### src/rtl/mc_controller.sv
// Multicycle MIPS-style control FSM with retired-instruction counter and memory-wait timeout.
// Optional BNE support is enabled by defining MC_BNE_EN.
module mc_controller #(
   parameter int unsigned CNT_W       = 32,
   parameter int unsigned MEM_TIMEOUT = 15
) (
   input  logic             clk,
   input  logic             rst,
   input  logic [5:0]       opcode,
   input  logic [5:0]       func,
   input  logic             zero_in,
   input  logic             mem_ack,
   output logic             mem_req,
   output logic             mem_we,
   output logic             ir_write,
   output logic             pc_write,
   output logic             pc_write_cond,
   output logic             IorD,
   output logic             alu_src_a,
   output logic             mem_to_reg,
   output logic             reg_write,
   output logic [1:0]       alu_src_b,
   output logic [1:0]       reg_dst,
   output logic [1:0]       pc_src,
   output logic [1:0]       alu_op,
   output logic             branch_ne,
   output logic [4:0]       state,
   output logic             busy,
   output logic [CNT_W-1:0] retired,
   output logic             trap
);

   localparam int unsigned WAIT_W = (MEM_TIMEOUT < 1) ? 1 : $clog2(MEM_TIMEOUT + 1);

   typedef enum logic [4:0] {
      S_FETCH    = 5'd0,  S_DECODE   = 5'd1,  S_MEM_ADDR = 5'd2,  S_MEM_RD   = 5'd3,
      S_MEM_WB   = 5'd4,  S_MEM_WR   = 5'd5,  S_R_EXE    = 5'd6,  S_R_WB     = 5'd7,
      S_BEQ      = 5'd8,  S_J        = 5'd9,  S_JAL_WB   = 5'd10, S_JAL_J    = 5'd11,
      S_JR       = 5'd12, S_SLTI_EXE = 5'd13, S_SLTI_WB  = 5'd14, S_ADDI_EXE = 5'd15,
      S_ADDI_WB  = 5'd16, S_BNE      = 5'd17, S_TRAP     = 5'd31
   } state_t;

   state_t            state_q;
   state_t            state_next;
   logic [WAIT_W-1:0] wait_cnt;
   logic              wait_hit;
   logic              retire_c;

   // The controller only sequences; func and zero_in are consumed by the datapath.
   logic unused_ok;
   assign unused_ok = ^{func, zero_in};

   assign state    = state_q;
   assign wait_hit = (MEM_TIMEOUT != 0) && (wait_cnt == WAIT_W'(MEM_TIMEOUT));
   assign retire_c = (state_q != S_FETCH) && (state_q != S_TRAP) && (state_next == S_FETCH);

   // Next-state and strobe decode; an ack always beats a timeout in the same cycle.
   always_comb begin
      state_next    = state_q;
      mem_req       = 1'b0;
      mem_we        = 1'b0;
      ir_write      = 1'b0;
      pc_write      = 1'b0;
      pc_write_cond = 1'b0;
      IorD          = 1'b0;
      alu_src_a     = 1'b0;
      mem_to_reg    = 1'b0;
      reg_write     = 1'b0;
      alu_src_b     = 2'b00;
      reg_dst       = 2'b00;
      pc_src        = 2'b00;
      alu_op        = 2'b00;
      branch_ne     = 1'b0;
      busy          = (state_q != S_FETCH);
      trap          = (state_q == S_TRAP);
      case (state_q)
         S_FETCH: begin
            mem_req   = 1'b1;
            alu_src_b = 2'b01;
            if (mem_ack) begin
               ir_write   = 1'b1;
               pc_write   = 1'b1;
               state_next = S_DECODE;
            end else if (wait_hit) begin
               state_next = S_TRAP;
            end
         end
         S_DECODE: begin
            alu_src_b = 2'b11;
            case (opcode)
               6'b000000: state_next = S_R_EXE;
               6'b100011,
               6'b101011: state_next = S_MEM_ADDR;
               6'b000100: state_next = S_BEQ;
               6'b000010: state_next = S_J;
               6'b000011: state_next = S_JAL_WB;
               6'b000110: state_next = S_JR;
               6'b001010: state_next = S_SLTI_EXE;
               6'b001001: state_next = S_ADDI_EXE;
`ifdef MC_BNE_EN
               6'b000101: state_next = S_BNE;
`else
               6'b000101: state_next = S_TRAP;
`endif
               default:   state_next = S_TRAP;
            endcase
         end
         S_MEM_ADDR: begin
            alu_src_a  = 1'b1;
            alu_src_b  = 2'b10;
            state_next = (opcode == 6'b100011) ? S_MEM_RD : S_MEM_WR;
         end
         S_MEM_RD: begin
            mem_req = 1'b1;
            IorD    = 1'b1;
            if (mem_ack)       state_next = S_MEM_WB;
            else if (wait_hit) state_next = S_TRAP;
         end
         S_MEM_WB: begin
            reg_write  = 1'b1;
            mem_to_reg = 1'b1;
            state_next = S_FETCH;
         end
         S_MEM_WR: begin
            mem_req = 1'b1;
            mem_we  = 1'b1;
            IorD    = 1'b1;
            if (mem_ack)       state_next = S_FETCH;
            else if (wait_hit) state_next = S_TRAP;
         end
         S_R_EXE: begin
            alu_src_a  = 1'b1;
            alu_op     = 2'b10;
            state_next = S_R_WB;
         end
         S_R_WB: begin
            reg_dst    = 2'b01;
            reg_write  = 1'b1;
            state_next = S_FETCH;
         end
         S_BEQ, S_BNE: begin
            alu_src_a     = 1'b1;
            alu_op        = 2'b01;
            pc_write_cond = 1'b1;
            pc_src        = 2'b10;
`ifdef MC_BNE_EN
            branch_ne     = (state_q == S_BNE);
`endif
            state_next    = S_FETCH;
         end
         S_J, S_JAL_J: begin
            pc_write   = 1'b1;
            pc_src     = 2'b01;
            state_next = S_FETCH;
         end
         S_JAL_WB: begin
            reg_write  = 1'b1;
            reg_dst    = 2'b10;
            state_next = S_JAL_J;
         end
         S_JR: begin
            pc_write   = 1'b1;
            pc_src     = 2'b11;
            state_next = S_FETCH;
         end
         S_SLTI_EXE, S_ADDI_EXE: begin
            alu_src_a  = 1'b1;
            alu_src_b  = 2'b10;
            alu_op     = (state_q == S_SLTI_EXE) ? 2'b11 : 2'b00;
            state_next = (state_q == S_SLTI_EXE) ? S_SLTI_WB : S_ADDI_WB;
         end
         S_SLTI_WB, S_ADDI_WB: begin
            reg_write  = 1'b1;
            state_next = S_FETCH;
         end
         S_TRAP:  state_next = S_TRAP;
         default: state_next = S_TRAP;
      endcase
   end

   // Wait counter restarts whenever the state changes, so each memory state starts from zero.
   always_ff @(posedge clk) begin
      if (rst) begin
         state_q  <= S_FETCH;
         retired  <= '0;
         wait_cnt <= '0;
      end else begin
         state_q <= state_next;
         if (retire_c) retired <= retired + CNT_W'(1);
         if (state_next != state_q)
            wait_cnt <= '0;
         else if (mem_req && !mem_ack && (wait_cnt != '1))
            wait_cnt <= wait_cnt + WAIT_W'(1);
      end
   end

endmodule

### config.mk
export PLATFORM = sky130hd
export DESIGN_NAME = mc_controller
export DESIGN_NICKNAME = d
export VERILOG_FILES = /design/src/rtl/mc_controller.sv
export SDC_FILE = /design/constraint.sdc
export NUM_CORES = 1
export LEC_CHECK = 0
export BUFFER_PORTS_ARGS = -buffer_cell sky130_fd_sc_hd__buf_2
export CAP_MARGIN = 15
export CORE_MARGIN = 5
export CORE_UTILIZATION = 53
export DETAILED_ROUTE_END_ITERATION = 10
export PLACE_DENSITY_LB_ADDON = 0.25
export SETUP_SLACK_MARGIN = 0.15
export SLEW_MARGIN = 20
export SYNTH_ARGS = -nofsm -noshare
export SYNTH_HDL_FRONTEND = slang
export SYNTH_SLANG_ARGS = --single-unit
### constraint.sdc
create_clock -name clk -period 3.28 [get_ports clk]
set_clock_uncertainty 0.15 [all_clocks]
set_input_delay 0.164 -clock clk [delete_from_list [all_inputs] [get_ports clk]]
set_output_delay 0.164 -clock clk [all_outputs]
set_load 0.01 [all_outputs]
==> impl_metrics.json <==
{
  "fillers": 478,
  "worstSkewPairLatency_ns": 0.29,
  "final.period_utilization_pct": 87.7,
  "startpoint_type": "flop",
  "detail_route.first_pass.iterations": 5,
  "critPathArrivalTime_ns": 2.95,
  "dieArea_um2": 6790,
  "dpl_worst_slack_ns": 0.151,
  "cts_tree": "built",
  "syn_inst": 366,
  "synth_edf_count": 0,
  "rsz0062_at_grt": "false",
  "ys_top_cells_by_count": "dfxtp_1, a21oi_1, nand2_1",
  "hp-class": "input port to flop",
  "path_clk_slew_ns": 0.09,
  "p_per_area_nw_per_um2": 749,
  "grt_pass1_wl_um": 12000,
  "io_buffer_count": 64,
  "wl_um": 7330,
  "root_buffer": "clkbuf_8",
  "cts_inserted_buffers": 5,
  "holdWs_ns": 0.235,
  "setup_viol": 0,
  "final_core_util_pct": 64.3,
  "tns_ns": 0,
  "grt_overflow": 0,
  "endpoint_kind": "flop",
  "rows": 26,
  "yosysTopAreaCell": "dfxtp_1",
  "dp_hpwl_um": 5320,
  "whs_path_depth": 5,
  "syn_area_um2": 2780,
  "drive_gt1_share_pct": 24.2,
  "relSlewSlack_pct": 53.7,
  "antenna_left": 0,
  "cts_hold_buffers": 0,
  "timing.final.ws_setup_ns": 0.402,
  "tightestPinTransition_ns": 0.694,
  "cts_buffer_depth": 2,
  "die_h_um": 82.4,
  "dieWidth_um": 82.4,
  "syn_area_per_cell_um2": 7.60,
  "critPathKind": "flop to flop",
  "drv_cap": 0,
  "hold_viol": 0,
  "cts_max_level": 2,
  "async_flop_share_pct": 0,
  "ir_drop_mv": 0.365,
  "area_growth_pct": 18.0,
  "ios": 73,
  "antenna_cells": 0,
  "max_freq_mhz": 347,
  "drcViolationCount": 0,
  "core_um2": 5110,
  "grt_pass1_vias": 2552,
  "synth_area_leaders": "dfxtp_1, a21oi_1, or3_1",
  "p_leak_nw": 1.29,
  "worst-r2r-cell-count": 8,
  "wl_per_cell_um": 14.8,
  "yosysTopAreaCellShare_pct": 29.5,
  "initial_core_util_pct": 54.4,
  "numClockSinks": 41,
  "ys.flop_type": "dfxtp_1",
  "synth_most_common_cell": "dfxtp_1",
  "fin_crit_ns": 2.88,
  "grt_max_degree": 38,
  "syn_nets": 384,
  "yosysWarnings": 0,
  "antenna_found_initial": 0,
  "synth_cell_types": 61,
  "status": "complete, no violations",
  "viasPerCell": 6.11,
  "place_area_um2": 3150,
  "drtIter0Drc": 313,
  "postLayoutCellArea_um2": 3280,
  "slew_viol_final": 0,
  "gp_congestion": 0.965,
  "path_max_fanout": 22,
  "vias": 3024,
  "grt.total_usage_pct": 21.9,
  "r2r_slack_ns": 0.40,
  "synth_seq_area_share_pct": 29.5,
  "ys_ff_latch": 41,
  "worstPathRequired_ns": 3.35,
  "nets": 442
}
==> placed cells by master, fill, tap and decap left out, drive strengths merged, types with 6 or more instances in the layout <==
cell type   n
nor2       23
and3        6
or3        20
o21ai      21
dfxtp      41
clkbuf      6
nor3       14
nand4      11
nand3      23
inv         7
nand2      28
a21oi      36
buf        79
or4        15
o31ai      14
or2         7
==> cell type report <==
type                            instances  area, um^2  area share [%]
Clock buffer                            6        82.6            2.52
Clock inverter                          2        37.5            1.14
Inverter                                7        26.3           0.801
Multi-Input combinational cell        290        1790            54.6
Sequential cell                        41         823            25.1
Tap cell                               70        87.6            2.67
Timing Repair Buffer                   79         433            13.2
==> power breakdown <==
| group | total (W) | switching (W) | internal (W) |
|---|---|---|---|
| sequential | 0.000606 | 0.0000685 | 0.000537 |
| combinational | 0.00142 | 0.000879 | 0.000544 |
| clock | 0.000430 | 0.000183 | 0.000248 |
==> sequential cells by signal, summed over array words and instances (netlist names) <==
signal / cells
wait_cnt: 4
state: 5
retired: 32
==> metrics by stage <==
stage / instances / power (W)
6_report: 495 / 0.00246
5_1_grt: 495 / 0.00262
4_1_cts: 495 / 0.00244
3_5_place_dp: 487 / 0.00200
3_3_place_gp: 487 / 0.00199
2_1_floorplan: 366 / 0.00162
==> metal layers <==
| layer | wire (um) | part of all wire (%) | GRT usage (%) | vias up |
|---|---|---|---|---|
| li1 | - | - | - | 1484 |
| met5 | 0 | 0 | 0 | - |
| met1 | 3430 | 47 | 30.4 | 1450 |
| met4 | 22 | 0.30 | 3.65 | 0 |
| met3 | 407 | 5.6 | 3.90 | 2 |
| met2 | 3470 | 47 | 35.8 | 88 |
==> cells by family after synthesis <==
kind of cell	synth area share, %
AO/OA/AOI/OAI	23.4
flip-flops	29.5
multiplexers	2.21
buffers and inverters	6.35
XOR/XNOR	2.84
adder cells (fa/ha/maj)	1.26
other	0.135
AND/OR/NAND/NOR	34.3
==> worst paths after layout <==
check / start / end
max: state[1] / retired[23]
min: opcode[5] / state[2]
max reg2reg: state[1] / retired[23]
min reg2reg: retired[26] / retired[26]
==> worst max-delay path, cell delays in order, from the launching register on <==
cell      delay (ns)
dfxtp_2         0.41
buf_4           0.19
nand2b_1        0.23
nor3_1          0.10
o21ai_0         0.31
o311a_1         0.37
nand4_4         0.30
or4_1           0.58
a21oi_1         0.15
==> repair_timing <==
| action | 4_1_cts | 5_1_grt |
|---|---|---|
| endpoints found under the setup margin | 9 | 15 |
| gates resized for setup | 2 | 1 |
| setup buffers | 0 | 0 |
Note: power is estimated with default switching activity, not from simulation.
